[config.mk]
export PLATFORM = sky130hd
export DESIGN_NAME = fe
export DESIGN_NICKNAME = d
export VERILOG_FILES = /design/src/rtl/fe_pkg.sv /design/src/rtl/fe_npc.sv /design/src/rtl/fe.sv
export SDC_FILE = /design/constraint.sdc
export NUM_CORES = 1
export LEC_CHECK = 0
export CORE_MARGIN = 2
export CORE_UTILIZATION = 25
export DETAILED_ROUTE_END_ITERATION = 16
export PLACE_DENSITY = 0.49
export REMOVE_ABC_BUFFERS = 1
export SLEW_MARGIN = 40
export SYNTH_ARGS = -nofsm -noshare
export SYNTH_HDL_FRONTEND = slang
export SYNTH_SLANG_ARGS = --single-unit
export TNS_END_PERCENT = 1
[constraint.sdc]
create_clock -name i_clk -period 4 [get_ports i_clk]
set_clock_uncertainty 0.05 [all_clocks]
set_input_delay 0.8 -clock i_clk [delete_from_list [all_inputs] [get_ports i_clk]]
set_output_delay 0.8 -clock i_clk [all_outputs]
set_load 0.03 [all_outputs]
[src/rtl/fe_pkg.sv]
// Shared definitions for the fetch stage: reset/NOP constants and the
// one-hot encoding of the next-PC source selected each cycle.
package fe_pkg;

    localparam logic [31:0] FE_RESET_ADDR = 32'h0000_0000;
    localparam logic [31:0] FE_NOP_INST   = 32'h0000_0033; // add x0,x0,x0

    // One-hot next-PC source, listed in decreasing priority.
    typedef enum logic [5:0] {
        SEL_HALT = 6'b000001,
        SEL_EX   = 6'b000010,
        SEL_HOLD = 6'b000100,
        SEL_JALR = 6'b001000,
        SEL_JAL  = 6'b010000,
        SEL_SEQ  = 6'b100000
    } npc_sel_e;

    // True for the sources that move the PC off the sequential path.
    function automatic logic is_redirect(input npc_sel_e sel);
        return (sel == SEL_EX) || (sel == SEL_JALR) || (sel == SEL_JAL);
    endfunction

endpackage

[src/rtl/fe_npc.sv]
// Next-PC selection: priority mux over halt, execute branch, decode hold,
// decode jalr/jal and the sequential PC+4, with the target adders.
module fe_npc
    import fe_pkg::*;
(
    input  logic [31:0] pc,
    input  logic [31:0] if_pc,
    input  logic        halt,
    input  logic        ex_redirect,
    input  logic [31:0] ex_target,
    input  logic        hold,
    input  logic        dec_jal,
    input  logic        dec_jalr,
    input  logic [31:0] dec_imm,
    input  logic [31:0] dec_jalr_rs1,
    output npc_sel_e    sel,
    output logic [31:0] npc
);

    logic [31:0] seq_pc;
    logic [31:0] jal_tgt;
    logic [31:0] jalr_sum;
    logic [31:0] jalr_tgt;

    // All adders wrap modulo 2^32; only jalr clears bit 0.
    assign seq_pc   = pc + 32'd4;
    assign jal_tgt  = if_pc + dec_imm;
    assign jalr_sum = dec_jalr_rs1 + dec_imm;
    assign jalr_tgt = {jalr_sum[31:1], 1'b0};

    // Priority select of the next PC source; jalr beats jal when both are seen.
    always_comb begin
        // NOTE: defaults first so every path assigns both outputs and no latch is inferred.
        sel = SEL_SEQ;
        npc = seq_pc;
        if (halt) begin
            sel = SEL_HALT;
            npc = pc;
        end else if (ex_redirect) begin
            sel = SEL_EX;
            npc = ex_target;
        end else if (hold) begin
            sel = SEL_HOLD;
            npc = pc;
        end else if (dec_jalr) begin
            sel = SEL_JALR;
            npc = jalr_tgt;
        end else if (dec_jal) begin
            sel = SEL_JAL;
            npc = jal_tgt;
        end
    end

endmodule

[src/rtl/fe.sv]
// Fetch stage: owns the PC, drives the instruction-memory address and
// registers the fetched word, its PC and PC+4 into IF/ID for decode.
module fe
    import fe_pkg::*;
#(
    parameter logic [31:0] RESET_ADDR = FE_RESET_ADDR,
    parameter logic [31:0] NOP_INST   = FE_NOP_INST
) (
    input  logic        i_clk,
    input  logic        i_rst,
    output logic [31:0] o_imem_raddr,
    input  logic [31:0] i_imem_rdata,
    input  logic        i_hold,
    input  logic        i_halt,
    input  logic        i_dec_jal,
    input  logic        i_dec_jalr,
    input  logic [31:0] i_dec_imm,
    input  logic [31:0] i_dec_jalr_rs1,
    input  logic        i_ex_redirect,
    input  logic [31:0] i_ex_target,
    output logic [31:0] o_inst,
    output logic [31:0] o_pc,
    output logic [31:0] o_nxt_pc,
    output logic        o_vld,
    output logic        o_flush,
    output logic        o_misalign
);

    logic [31:0] pc_q;
    logic        halt_q;
    logic        misalign_q;
    npc_sel_e    sel;
    logic [31:0] npc;

    assign o_imem_raddr = pc_q;
    assign o_flush      = i_ex_redirect;

    fe_npc u_npc (
        .pc           (pc_q),
        .if_pc        (o_pc),
        .halt         (halt_q | i_halt),
        .ex_redirect  (i_ex_redirect),
        .ex_target    (i_ex_target),
        .hold         (i_hold),
        .dec_jal      (i_dec_jal),
        .dec_jalr     (i_dec_jalr),
        .dec_imm      (i_dec_imm),
        .dec_jalr_rs1 (i_dec_jalr_rs1),
        .sel          (sel),
        .npc          (npc)
    );

    // Sticky halt: once a break/trap retires, fetch stays frozen until reset.
    always_ff @(posedge i_clk or posedge i_rst) begin
        if (i_rst) begin
            halt_q <= 1'b0;
        end else if (i_halt) begin
            // NOTE: sequential state uses non-blocking assignments so every register samples pre-edge values.
            halt_q <= 1'b1;
        end
    end

    // PC, IF/ID and pending-misalign update, driven by the selected next-PC source.
    always_ff @(posedge i_clk or posedge i_rst) begin
        if (i_rst) begin
            // NOTE: every architectural register here is reset; the restart point must be deterministic.
            pc_q       <= RESET_ADDR;
            o_inst     <= NOP_INST;
            o_pc       <= RESET_ADDR;
            o_nxt_pc   <= RESET_ADDR + 32'd4;
            o_vld      <= 1'b0;
            o_misalign <= 1'b0;
            misalign_q <= 1'b0;
        end else begin
            pc_q <= npc;
            if (is_redirect(sel)) begin
                misalign_q <= npc[1];
            end
            case (sel)
                SEL_HOLD: begin
                    // Decode is stalled: IF/ID keeps its word.
                end
                SEL_SEQ: begin
                    o_inst     <= i_imem_rdata;
                    o_pc       <= pc_q;
                    o_nxt_pc   <= pc_q + 32'd4;
                    o_vld      <= 1'b1;
                    o_misalign <= misalign_q;
                    misalign_q <= 1'b0;
                end
                default: begin
                    // Halt or redirect: the word at pc_q is wrong-path, bubble IF/ID.
                    o_inst     <= NOP_INST;
                    o_vld      <= 1'b0;
                    o_misalign <= 1'b0;
                end
            endcase
        end
    end

endmodule

# After elaboration in Yosys (flattened, before gate mapping)
# Index checks and enable logic that the tools add are counted.
[word_totals] reg_bits=132 latch_bits=0 ramBits=0 rom_bits=0 inputBits=135 word_cells=39 n_memories=0
[classes] add_sub_neg=3 n_mul=0 div_mod_pow=0 order_cmp=0 eq_ne=6 shifts=0 mux=15 bitwise_logic=2 n_reduce_logical=4
[op_table] operator="two-way mux 32 bit" count=4
[op_table] operator="adder 32 bit" count=2
[op_table] operator="case mux 32 bit (2 select lines)" count=1
[op_table] operator="adder 32 x 3 -> 32 bit, second input constant" count=1
[op_table] operator="two-way mux 6 bit" count=5
[op_table] operator="equality test 6 x 2 -> 1 bit, second input constant" count=1
[op_table] operator="equality test 6 x 3 -> 1 bit, second input constant" count=1
[op_table] operator="equality test 6 x 4 -> 1 bit, second input constant" count=1
[op_table] operator="equality test 6 x 5 -> 1 bit, second input constant" count=1
[op_table] operator="equality test 6 bit, second input constant" count=1
[op_table] operator="case mux 1 bit (2 select lines)" count=2
[op_table] operator="logical OR 1 bit" count=2
[op_table] operator="two-way mux 1 bit" count=2
[op_table] operator="two-way mux 2 bit" count=1
[op_table] operator="!= test 2 x 1 -> 1 bit, second input constant" count=1
[op_table] operator="AND reduction 2 bit" count=1
[op_table] operator="nonzero test 2 bit" count=1
[op_table] operator="NOT 1 bit" count=1
[op_table] operator="bitwise OR 1 bit" count=1

# Depth between registers and ports, before layout
[depth] depth_word=10 mapped_depth=12 depth_no_buf=12

# Hierarchy
# From an unflattened synthesis, not the netlist that was laid out.
[hier_totals] hier_cells=1185 area_unflattened_um2=9933.3
[by_module_without_submodules] mod="fe" instances=1 cells_each=449 area_each_um2=4971.0 seq_area_each_um2=3259.4
[by_module_without_submodules] mod="fe_npc" instances=1 cells_each=736 area_each_um2=4962.3 seq_area_each_um2=0.0

# Worst setup path before layout
# OpenSTA, ideal clock, no wires.
[synth_path] path_kind="input-to-reg" start="in i_dec_imm[1]" end="reg pc_q[26], in the netlist o_imem_raddr[26]" setup_time_ps=126 t_arrival_ps=2901 t_required_ps=3824 path_slack_ps=923 stages=11 cell_sequence="inv_1 -> fa_1 -> nor2b_1 -> o31a_2 -> o2111ai_4 -> a2111oi_4 -> nor3_2 -> nor2_1 -> xnor2_1 -> nand2_1 -> a221o_1"
[synth_via] elab_chain_cells=5 elab_cells_between_ends=6 cone_classes="add/sub: 2; mux: 4"
[synth_rtl] item="start: declaration" line_no="fe.sv:17" source="input logic [31:0] i_dec_imm,"
[synth_rtl] item="adder 32 bit" line_no="fe_npc.sv:27" source="assign jal_tgt = if_pc + dec_imm;"
[synth_rtl] item="two-way mux 32 bit" line_no="fe_npc.sv:48" source="end else if (dec_jal) begin"
[synth_rtl] item="two-way mux 32 bit *" line_no="fe_npc.sv:45" source="end else if (dec_jalr) begin"
[synth_rtl] item="two-way mux 32 bit *" line_no="fe_npc.sv:42" source="end else if (hold) begin"
[synth_rtl] item="two-way mux 32 bit *" line_no="fe_npc.sv:39" source="end else if (ex_redirect) begin"
[synth_rtl] item="end signal: assignment" line_no="fe.sv:75" source="pc_q <= npc;"
[synth_rtl] item="end: declaration" line_no="fe.sv:29" source="logic [31:0] pc_q;"
# Mark *: on every way between the ends. The rest lies on a longest branch, timed or not. The select of a mux whose other input is x is not followed.
# A chain may end at the register's enable or synchronous reset.

# Worst setup path in the final report
# Ends and elaborated chain as after synthesis.

==> summary.md <==
| Metric | Value |
|---|---|
| Status | finished, final reports clean |
| Non-Filler Cell Area, Final | 13390 sq um |
| Die Area | approximately 40000 sq um |
| Routed len/inst | roughly 21 microns |
| Seq/Total Area, Yosys | about a third |
| Top_reg_cell synth | dfrtp_1 |
| Hold Path Sink | o_nxt_pc[28] |
| Worst hold stages | 2 |
| FF-to-FF path depth | 12 |
| Routability cong. | about 0.92 |
| Post-synth top cells | nand2_1 (216), dfrtp_1 (125), a21oi_1 (88) |
| Fin crit share | 88.45% |
| First drt pass iteration count | 5 |
| Worst Tran Pin Value | about 0.78 ns |
| Cell variety after synth | 91 |
| H-tree depth | 4 |
| Met3 GRT Util | 3.289% |
| Post-synth EDFFs | 0 |
| Number of global-route vias before repair | 9320 |
| Synth area leaders | dfrtp_1 (33%), nand2_1 (8.5%), ha_1 (8.2%) |
| Initial antenna violation count | 1 |
| Vias per std cell | about 5 |
| Adder-Cell Fraction of Synth Area | 8.593% |
| Die height | around 200 microns |
| Synth Area in Compound Gates | ~25% |
| CP Capture Type | flip-flop |
| Crit-path cells | clkdlybuf4s50_1, inv_1, fa_1, nor2b_1, o31a_2, o2111ai_4, a2111oi_4, nor3_2, nor2_1, xnor2_1, nand2_1, a221o_1 |
| Final setup margin | between 0.4 and 0.5 ns |
| Hold path startpoint | o_nxt_pc[28] |
| Type of the worst min-delay path | flip-flop to flip-flop |
| I/O Buffers | about 270 |
| Cell Pwr Density | about 320 nW/um^2 |
| Reg-to-Reg End | o_imem_raddr[10] |
| Flop2flop setup slack | 0.89 ns |
| Average size of a mapped cell | between 8 and 9 sq um |
| Reg area | 3259 sq um |
| # DRC | 0 |
| Largest family of logic cells by synthesized area | compound AO/OA/AOI/OAI gates |
| Area leader, netlist | dfrtp_1 |
| Sink Count | 130 |
| Post-synthesis mux area share | less than 1% |
| Startpoint Class | input pin |
| Peak supply drop | around 290 uV |
| Final nets | 1574 |
| Area growth syn-to-layout | 41.04% |
| DR iter-0 viols | between 600 and 700 |
| Post-CTS resize count | 0 |
| Worst path max stage delay | roughly 0.52 ns |
| RSZ-0062 raised after global routing | false |
| Share of cells above drive strength 1 | ~8.6% |
| Post-CTS Setup Inserts | 0 |
| GR peak layer | met2 |
| CP max FO | 4 |
| Largest net degree at the start of global routing | between 50 and 60 |
| Synth Area in Simple Gates | around 20% |
| Area after DPL | between 10000 and 15000 sq um |
| TritonCTS clock tree | done |
| Clock slew at reported path FFs | approximately 0.07 ns |
| Leakage | roughly 0.0057 uW |
| Peak Freq | approximately 280 MHz |
| RR Startpoint | o_pc[0] |
| Slowest CP cell | clkdlybuf4s50_1 |
| GRT met2 Usage | roughly a third |
| Hold Violations, Final | 0 |
| Max-cap viol count | 0 |
| Die Width | 198.9 microns |
| Synthesized area | roughly 9500 sq um |
| GRT met1 Usage | roughly 28% |
| CTS Hold Bufs | 0 |
| Initial Util | approximately 25% |
| Asr flop ratio synth | 100.0% |
| Clock latency on the worst-skew pair | 0.44 ns |
| Top-area cell type share of the netlist area | between 30% and 40% |
| Most common cell in the synthesized netlist | nand2_1 |
| Post-Syn Instances | 1125 |
| DP Worst Slack | about 0.057 ns |
| Worst Path Class, Setup | input pin to flip-flop |
| Vias | approximately 9.5k |
| Gr ovfl total | 0 |
| XOR/XNOR Fraction of Synth Area | 7.380% |
| First-pass GRT wire length | 59880 microns |
| # fillers | ~4k |
| Cts bufs inserted | 17 |
| GRT Total Usage | roughly 21% |
| CTS root buf | clkbuf_16 |
| Number of synthesized register bits | 130 |
| Final min period | ~3.5 ns |
| CP arrival | between 3 and 4 ns |
| Multi-input logic area | roughly 5900 sq um |
| Setup-failing EPs final | 0 |
| Num ports | around 270 |
| CORE AREA | about 37000 sq um |
| Row count | 71 |
| CP required | approximately 4.3 ns |
| DP HPWL | around 31000 microns |
| Syn. warnings | 0 |
| Final Slew Violations | 0 |
| Drt total wl | just over 40000 microns |
| Clock buffer depth | 2 |
| Antenna Violating Nets Remaining | 0 |
| Slew HR | 47.79% |
[through the flow]
stage               instances  hold slack, ns  power [uW]  util [%]  setup TNS (ns)
floorplan                1062          0.4236        2076         -         -157.88
global placement         1867          0.4125        2576     34.12               0
detailed placement       1867          0.4187        2579     34.12               0
CTS                      1899          0.4352        4261     35.71               0
global route             1900          0.4550        4413     35.72               0
finish                   1900          0.4282        4222     35.72               0
[metal layers]
layer | vias to the layer above | wire length (microns) | share of wire (%)
met5 | - | 0 | 0
met3 | 17 | 1901 | 4.7
met1 | 4642 | 18750 | 46
li1 | 4536 | - | -
met2 | 290 | 19470 | 48
met4 | 0 | 401 | 0.99
[power breakdown]
part	switching, uW	internal [uW]	leakage [uW]
clock network	725	936	0.000281
logic	607	475	0.00373
registers	110	1370	0.00172
total	1440	2780	0.00573
[logic make-up after synthesis]
kind of cell	after synthesis
mux	6
fa+ha+maj	64
compound gates	344
flops	130
buf+inv	84
xor+xnor	80
simple gates	417
[cell type report]
type / count / area share [%]
timing repair buffer: 294 / 21.75
clock buffer: 17 / 3.177
tap: 511 / 4.775
sequential: 130 / 24.34
inverter: 21 / 0.6261
clock inverter: 15 / 1.271
multi-input combinational: 911 / 44.04
antenna: 1 / 0.01869
[cell usage in the layout (no fill, tap or decap), types with 4 or more instances in the layout]
| cell type | count |
|---|---|
| clkinvlp_4 | 4 |
| buf_12 | 4 |
| buf_4 | 26 |
| o211ai_1 | 7 |
| a21oi_1 | 88 |
| o21ai_1 | 11 |
| a21oi_2 | 4 |
| clkbuf_16 | 17 |
| dfstp_2 | 5 |
| o21a_1 | 12 |
| nand2_1 | 215 |
| inv_1 | 18 |
| mux2i_1 | 6 |
| o22ai_1 | 12 |
| xnor2_1 | 35 |
| nor2b_1 | 6 |
| a22oi_1 | 4 |
| o21ai_0 | 71 |
| and2_1 | 5 |
| a31oi_1 | 7 |
| a221oi_1 | 7 |
| xor2_1 | 45 |
| nand2b_1 | 7 |
| nand4_1 | 10 |
| dfrtp_1 | 125 |
| o22a_1 | 5 |
| nand3_1 | 32 |
| a211oi_1 | 13 |
| nor3_1 | 14 |
| and3_1 | 14 |
| inv_6 | 6 |
| a21o_1 | 22 |
| ha_1 | 62 |
| a22o_1 | 30 |
| nor2_1 | 78 |
| clkdlybuf4s50_1 | 263 |
| nor2_2 | 4 |
[worst max-delay path by stage]
stage	cells after the start	from	endpoint
final	12	i_dec_imm[1]	o_imem_raddr[26]
after global routing	13	i_dec_imm[0]	o_imem_raddr[26]
after CTS	12	i_dec_imm[1]	o_imem_raddr[26]
after detailed placement	12	i_dec_imm[1]	o_imem_raddr[26]
after global placement	12	i_dec_imm[1]	o_imem_raddr[26]
after floorplan	5	i_halt	o_imem_raddr[1]
[worst max-delay path: cells and delay by family]
family,cells,cell delay (ns)
adders and majority gates,1,0.46
buffers and inverters,2,0.63
AOI/OAI and AO/OA,4,1.21
and+or+nand+nor,4,0.55
xor gates and xnor gates,1,0.15
[state kept, by name (all words and copies together) (netlist names)]
register	count
o_pc	32
o_imem_raddr	32
halt_q	1
o_inst	32
o_nxt_pc	30
misalign_q	1
o_misalign	1
o_vld	1
Power figures use the tool's default switching activity.
